File: src/rtl/cmd_block_sequencer.sv
// Host command front end: parses header/payload words, assembles a block for the cipher
// core, waits for its done pulse (with timeout) and streams the result back word by word.
module cmd_block_sequencer #(
    parameter int unsigned WORD_W      = 32,
    parameter int unsigned BLOCK_WORDS = 4,
    parameter int unsigned CFG_W       = 8,
    parameter int unsigned TIMEOUT     = 1024
) (
    input  logic                          clock,
    input  logic                          reset_n,
    input  logic                          in_valid,
    input  logic [WORD_W-1:0]             in_data,
    output logic                          in_ready,
    output logic                          core_start,
    output logic [WORD_W*BLOCK_WORDS-1:0] core_block,
    output logic [CFG_W-1:0]              core_cfg,
    input  logic                          core_done,
    input  logic [WORD_W*BLOCK_WORDS-1:0] core_result,
    output logic                          out_valid,
    output logic [WORD_W-1:0]             out_data,
    input  logic                          out_ready,
    output logic                          busy,
    output logic                          err
);

    localparam int unsigned BLOCK_W = WORD_W * BLOCK_WORDS;
    localparam int unsigned IDX_W   = (BLOCK_WORDS > 1) ? $clog2(BLOCK_WORDS) : 1;
    localparam int unsigned CNT_W   = $clog2(TIMEOUT);
    localparam logic [IDX_W-1:0] LAST_IDX = IDX_W'(BLOCK_WORDS - 1);
    localparam logic [CNT_W-1:0] CNT_MAX  = CNT_W'(TIMEOUT - 1);
    localparam logic [3:0] OP_LOAD = 4'd0;
    localparam logic [3:0] OP_CFG  = 4'd3;

    typedef enum logic [2:0] {StIdle, StCfg, StLoad, StStart, StBusy, StDrain} state_e;

    state_e             state_q, state_d;
    logic [IDX_W-1:0]   idx_q, idx_d;
    logic [CNT_W-1:0]   cnt_q, cnt_d;
    logic [BLOCK_W-1:0] block_q, block_d;
    logic [BLOCK_W-1:0] result_q, result_d;
    logic [CFG_W-1:0]   cfg_q, cfg_d;
    logic               err_q, err_d;
    logic               in_ready_q, in_ready_d;
    logic               core_start_q, core_start_d;
    logic               out_valid_q, out_valid_d;
    logic               busy_q, busy_d;
    logic               accept, emit;

    assign accept = in_valid & in_ready_q;
    assign emit   = out_valid_q & out_ready;

    always_comb begin
        state_d  = state_q;
        idx_d    = idx_q;
        cnt_d    = cnt_q;
        block_d  = block_q;
        result_d = result_q;
        cfg_d    = cfg_q;
        err_d    = err_q;
        unique case (state_q)
            StIdle: begin
                if (accept && in_data[WORD_W-2]) begin
                    err_d = 1'b0;
                    case (in_data[3:0])
                        OP_LOAD: begin
                            state_d = StLoad;
                            idx_d   = '0;
                        end
                        OP_CFG:  state_d = StCfg;
                        default: err_d = 1'b1;
                    endcase
                end
            end
            StCfg: begin
                if (accept) begin
                    cfg_d   = in_data[CFG_W-1:0];
                    state_d = StIdle;
                end
            end
            StLoad: begin
                // every word here is payload, the header flag is not decoded
                if (accept) begin
                    block_d[idx_q*WORD_W +: WORD_W] = in_data;
                    if (idx_q == LAST_IDX) begin
                        state_d = StStart;
                        idx_d   = '0;
                    end else begin
                        idx_d = idx_q + 1'b1;
                    end
                end
            end
            StStart: begin
                cnt_d   = '0;
                state_d = StBusy;
            end
            StBusy: begin
                // done takes priority over a coincident timeout
                if (core_done) begin
                    result_d = core_result;
                    idx_d    = '0;
                    state_d  = StDrain;
                end else if (cnt_q == CNT_MAX) begin
                    err_d   = 1'b1;
                    state_d = StIdle;
                end else begin
                    cnt_d = cnt_q + 1'b1;
                end
            end
            StDrain: begin
                if (emit) begin
                    if (idx_q == LAST_IDX) begin
                        idx_d   = '0;
                        state_d = StIdle;
                    end else begin
                        idx_d = idx_q + 1'b1;
                    end
                end
            end
            default: state_d = StIdle;
        endcase

        in_ready_d   = (state_d == StIdle) || (state_d == StCfg) || (state_d == StLoad);
        core_start_d = (state_d == StStart);
        out_valid_d  = (state_d == StDrain);
        busy_d       = (state_d != StIdle);
    end

    always_ff @(posedge clock or negedge reset_n) begin
        if (!reset_n) begin
            state_q      <= StIdle;
            idx_q        <= '0;
            cnt_q        <= '0;
            block_q      <= '0;
            result_q     <= '0;
            cfg_q        <= '0;
            err_q        <= 1'b0;
            in_ready_q   <= 1'b1;
            core_start_q <= 1'b0;
            out_valid_q  <= 1'b0;
            busy_q       <= 1'b0;
        end else begin
            state_q      <= state_d;
            idx_q        <= idx_d;
            cnt_q        <= cnt_d;
            block_q      <= block_d;
            result_q     <= result_d;
            cfg_q        <= cfg_d;
            err_q        <= err_d;
            in_ready_q   <= in_ready_d;
            core_start_q <= core_start_d;
            out_valid_q  <= out_valid_d;
            busy_q       <= busy_d;
        end
    end

    assign in_ready   = in_ready_q;
    assign core_start = core_start_q;
    assign core_block = block_q;
    assign core_cfg   = cfg_q;
    assign out_valid  = out_valid_q;
    assign out_data   = result_q[idx_q*WORD_W +: WORD_W];
    assign busy       = busy_q;
    assign err        = err_q;

endmodule

File: config.mk
export PLATFORM = sky130hd
export DESIGN_NAME = cmd_block_sequencer
export DESIGN_NICKNAME = d
export VERILOG_FILES = /design/src/rtl/cmd_block_sequencer.sv
export SDC_FILE = /design/constraint.sdc
export NUM_CORES = 1
export LEC_CHECK = 0
export CAP_MARGIN = 5
export CORE_UTILIZATION = 48
export CTS_CLUSTER_DIAMETER = 200
export DETAILED_ROUTE_END_ITERATION = 16
export GPL_TIMING_DRIVEN = 0
export PLACE_DENSITY = 0.89
export SLEW_MARGIN = 40
export SYNTH_ARGS = -nofsm -noshare
export SYNTH_HDL_FRONTEND = slang
export SYNTH_SLANG_ARGS = --single-unit
File: constraint.sdc
create_clock -name clock -period 3.21 [get_ports clock]
set_input_delay 0.642 -clock clock [delete_from_list [all_inputs] [get_ports clock]]
set_output_delay 0.642 -clock clock [all_outputs]
set_load 0.005 [all_outputs]
## Word level (Yosys, flattened, before mapping)

Cells that the tools add are included.

| storage, ports and cells | value |
|---|---|
| bits in registers | 284 |
| output and inout port bits | 173 |

| operators by class | value |
|---|---|
| bitwise operators | 2 |
| $add $sub $neg | 3 |
| equality and inequality tests | 20 |
| muxes and demuxes | 26 |
| reductions and logical operators | 17 |
| shifts and indexed selects | 3 |

Operator list:

| cell | count |
|---|---|
| bitwise mux 128 bit | 1 |
| variable shift 32 x 34 -> 128 bit, first input constant | 1 |
| variable part select 128 x 8 -> 32 bit | 1 |
| variable part select 32 x 34 -> 128 bit | 1 |
| negation 7 -> 34 bit | 1 |
| two-way mux 3 bit | 8 |
| two-way mux 10 bit | 2 |
| case mux 10 bit (2 select lines) | 1 |
| case mux 3 bit (6 select lines) | 1 |
| != test 2 bit, second input constant | 7 |
| == test 3 x 2 -> 1 bit, second input constant | 4 |
| two-way mux 2 bit | 6 |
| adder 10 x 1 -> 10 bit, second input constant | 1 |
| == test 10 bit, second input constant | 1 |
| == test 3 bit, second input constant | 3 |
| case mux 2 bit (4 select lines) | 1 |
| == test 3 x 1 -> 1 bit, second input constant | 2 |
| zero test 3 bit | 2 |
| case mux 3 bit (2 select lines) | 1 |
| AND reduction 2 bit | 3 |
| AND reduction 6 bit | 1 |
| == test 4 x 2 -> 1 bit, second input constant | 1 |
| zero test 4 bit | 1 |
| two-way mux 1 bit | 4 |
| 13 further kinds | 16 |

## Depth between registers and ports, before layout

| depth | value |
|---|---|
| depth after elaboration | 7 |
| depth in mapped cells | 9 |

## Least setup slack after synthesis

No wires, ideal clock.

| timing | value |
|---|---|
| kind | reg-to-reg |
| start point | register idx_q[1] |
| end point | register block_q[32], in the netlist core_block[32] |
| path buffers | 3 |
| cell stages (with the launch flop) | 9 |
| setup slack | 898 ps |
| period minus slack after synthesis | 2,312 ps |
| arrival | 2,246 ps |
| cells stage by stage | dfrtp_1 clkbuf_1 clkbuf_1 inv_1 ha_1 nor3b_1 clkbuf_1 nand3_1 nand2_1 |

| between the ends | value |
|---|---|
| word-level cells in the longest chain between the ends | 3 |
| elaborated cells on any way between the ends | 4 |
| classes of those cells | 1 x add/sub; 2 x shift; 1 x mux |

RTL lines:

| what | RTL line | RTL |
|---|---|---|
| start, declared | 37 | `logic [IDX_W-1:0] idx_q, idx_d;` |
| start signal, assigned | 143 | `idx_q <= idx_d;` |
| negation 7 -> 34 bit (*) | 83 | `block_d[idx_q*WORD_W +: WORD_W] = in_data;` |
| variable part select 32 x 34 -> 128 bit / variable shift 32 x 34 -> 128 bit (equally long branches) | 83 |  |
| bitwise mux 128 bit (*) | 83 |  |
| end signal, assigned | 145 | `block_q <= block_d;` |
| end, declared | 39 | `logic [BLOCK_W-1:0] block_q, block_d;` |

Every way passes the cells marked *; elsewhere a longest branch is shown, timed or not.
A chain may end at the register's enable or synchronous reset.

## Worst setup path in the final report

| timing | value |
|---|---|
| start point | register idx_q[0] |
| end point | output port out_data[7] |

| between the ends | value |
|---|---|
| word-level cells in the longest chain between the ends | 1 |

RTL lines:

| what | RTL line | RTL |
|---|---|---|
| variable part select 128 x 8 -> 32 bit | 161 | `assign out_data = result_q[idx_q*WORD_W +: WORD_W];` |
| end, declared | 20 | `output logic [WORD_W-1:0] out_data,` |

Every way passes these cells.

==> results.md <==
- Final GP Congestion: 0.903
- Total core area: 24,500 sq um
- Io pins: 338
- Global-route wire length before repair: 58,400 microns
- Yosys warnings: 0
- Pwr/cell area: 778 nW/um^2
- Syn Inst Count: 1,020
- CTS buffer count: 29
- Hold_ws: 0.467 ns
- Post-synth top flop: dfrtp_1
- Min-delay worst type: flop to flop
- DR vias/cell: 5.69
- Antenna diode instance count: 0
- Crit-path max FO: 10
- Outcome: finished clean
- Max Slew Vio Count: 0
- Critical path class: flop to output pin
- Final-report hold violation count: 0
- Synthesized area: 12,100 sq um
- PortBufs: 335
- Clk_lat worst skew: 0.54 ns
- Largest net degree at the start of global routing: 82
- RSZ-0062 raised after global routing: true
- Worst-margin pin slew: 0.901 ns
- Initial Util: 0.493
- Antenna Nets Post-Route: 0
- Clk buf depth: 3
- DIE AREA: 25,700 sq um
- Antenna violations before repair: 1
- Final period util: 0.986
- Critical Path End Type: output pin
- Number of synthesized flops with an enable pin: 0
- Die Span Y: 160 microns
- Root buffer cell: clkbuf_16
- Vias: 9,848
- Layout cell share with drive strength beyond 1: 0.186
- Total GRT Usage: 0.294
- Slowest stage cell, crit path: mux4_2
- Clk pwr share: 0.257
- Clock tree sinks: 284
- Max Freq: 0.316 GHz
- Max VDD drop: 0.000650 V
- CP Launch Type: flop
- Leading area contributor after synthesis: dfrtp_1
- Sw power: 3.79 mW
- H-tree depth: 1
- DRC Markers: 0
- Clock Skews: 0.00662 ns
- 1st-iter DRT viols: 776
- Post-CTS Setup Bufs: 0
- Min cycle time layout: 3.17 ns
- Final WL: 37,100 microns
- Crit path required time: 2.57 ns
- Finish-stage setup viols: 0
- Global route overflow: 0
- Area growth syn-to-layout: 40.4%
- Mean Syn Cell Area: 11.8 sq um
- Syn nets: 1,192
- Utilization of the core after routing: 0.692
- Worst slew margin: 0.394
- Sw frac: 0.288
- Register bit total from synthesis: 284
- Vias in the first global route: 10,500
- MaxCap Viol Count: 0
- Number of unique standard cell types used by synthesis: 44
- WP data arrival: 2.52 ns
- Sequential Power Share: 0.412
- Synth top area cells: dfrtp_1 (59%), mux2_2 (13%), nand2_1 (8.2%)
- Async S/R FF share, synth: 1.00
- Pre-antenna DRT Iters: 6
- DP HPWL: 27,100 microns
- Worst path max stage delay: 0.58 ns
- # rows: 57
- Post-layout power: 13.2 mW
- Synth top area share: 0.588
- Pint: 9.37 mW
- CTS tree: done
- Comb pwr share: 0.332
- Clock Pin Slew Worst Setup and Hold Paths: 0.06 ns
- Die X: 160 microns
- Sequential share of the synthesized area: 0.590
- Routed WL per cell: 21.4 microns
- Leakage power: 7.67 nW
- Crit-path cells: buf_6, buf_4, mux4_2, clkdlybuf4s50_1
- Nets@finish: 1,562
## final timing paths
kind	from	to	slack [ns]	cells past startpoint
setup reg to reg	idx_q[1]$_DFFE_PN0P_	core_block[116]$_DFFE_PN0P_	0.23	7
min in group asynchronous	reset_n	result_q[33]$_DFFE_PN0P_	0.63	2
max in group asynchronous	reset_n	core_block[7]$_DFFE_PN0P_	1.62	4
hold / removal	core_block[37]$_DFFE_PN0P_	core_block[37]$_DFFE_PN0P_	0.47	2
hold reg to reg	core_block[37]$_DFFE_PN0P_	core_block[37]$_DFFE_PN0P_	0.47	2
setup / recovery	idx_q[0]$_DFFE_PN0P_	out_data[7]	0.04	4
## power groups by stage
stage               registers [mW]  logic, mW  clock network, mW
detailed placement            5.43       4.32                  0
global route                  5.53       4.68               3.55
global placement              5.34       4.15                  0
floorplan                     5.21       2.25                  0
CTS                           5.39       4.38               3.41
finish                        5.41       4.37               3.38
## logic make-up after synthesis
logic type,Yosys count,synth area share
multiplexers,170,0.189
AO/OA/AOI/OAI,28,0.0153
buffers and inverters,73,0.0264
adder cells (fa/ha/maj),7,0.00727
AND/OR/NAND/NOR,456,0.171
XOR/XNOR,2,0.00145
flip-flops,284,0.590
## Yosys cell counts, types with 4 or more instances
master    number
mux4_2        32
buf_2         32
dfrtp_1      283
clkbuf_1      36
nand2_1      263
nand3_1      139
and3_1         8
inv_1          4
ha_1           7
a21oi_1        9
nor3_1         7
nor3b_1        7
mux2_2       138
nor2_1         8
o31ai_1        4
## area by class of cell
class                           instances  area, sq um
Fill cell                            1615         7540
Sequential cell                       284         7110
Multi-Input combinational cell        663         4640
Timing Repair Buffer                  340         3480
Clock buffer                           45          876
Tap cell                              324          405
Buffer                                 68          320
Clock inverter                          4         72.6
Inverter                                4         15.0
## state kept, by name (all words and copies together) (netlist names)
| signal | flops |
|---|---|
| state_q | 3 |
| cnt_q | 10 |
| in_ready | 1 |
| core_block | 128 |
| result_q | 128 |
| core_cfg | 8 |
| out_valid | 1 |
| busy | 1 |
| core_start | 1 |
| idx_q | 2 |
| err | 1 |
## through the flow
stage / instances / setup slack (ns) / area, sq um / setup TNS [ns]
4_1_cts: 1732 / -0.0350 / 16900 / -0.192
6_report: 1732 / 0.0436 / 16900 / 0
5_1_grt: 1732 / -0.0356 / 16900 / -0.199
3_5_place_dp: 1683 / 0.00770 / 15900 / 0
3_3_place_gp: 1679 / -10.27 / 15800 / -2956.47
2_1_floorplan: 1020 / 0.898 / 12100 / 0
## placed cells by master (no fill, tap or decap), types with 2 or more instances in the layout
cell type,n
nor3b_2,3
nand3b_1,2
clkbuf_2,2
nand2b_1,2
buf_2,29
clkbuf_16,29
a21oi_1,9
nor2b_1,2
dfrtp_1,283
nor2_1,8
buf_16,4
nand3_1,139
inv_1,4
or4_1,2
o21ai_0,3
clkbuf_1,39
buf_4,2
nor3b_1,4
bufinv_16,2
o41ai_1,2
buf_6,2
o211ai_1,3
ha_1,7
nor3_1,7
clkdlybuf4s50_1,334
nand2_1,263
and2_1,2
mux2_2,138
and4b_1,2
o31ai_1,3
clkbuf_8,9
mux4_2,32
a211oi_1,2
nand4_1,2
nor4_1,2
and3_1,8
## worst max-delay path, delay by kind of cell, from the launching register on
kind	cells	cell delay, ns
buffers and inverters	3	0.97
multiplexers	1	0.58
flip-flops	1	0.42
## layer usage
metal | up-vias | share of wire | global-route usage
met4 | 0 | 0.050 | 0.140
li1 | 4270 | - | -
met3 | 110 | 0.10 | 0.0925
met1 | 4894 | 0.34 | 0.325
met2 | 574 | 0.50 | 0.514
met5 | - | 0 | 0
## timing repair
action	4_1_cts	5_1_grt
hold buffers	1	0
gates resized for setup	6	2
setup endpoints to repair	35	27
endpoints found under the hold margin	35	0
(Power assumes the default switching activity.)
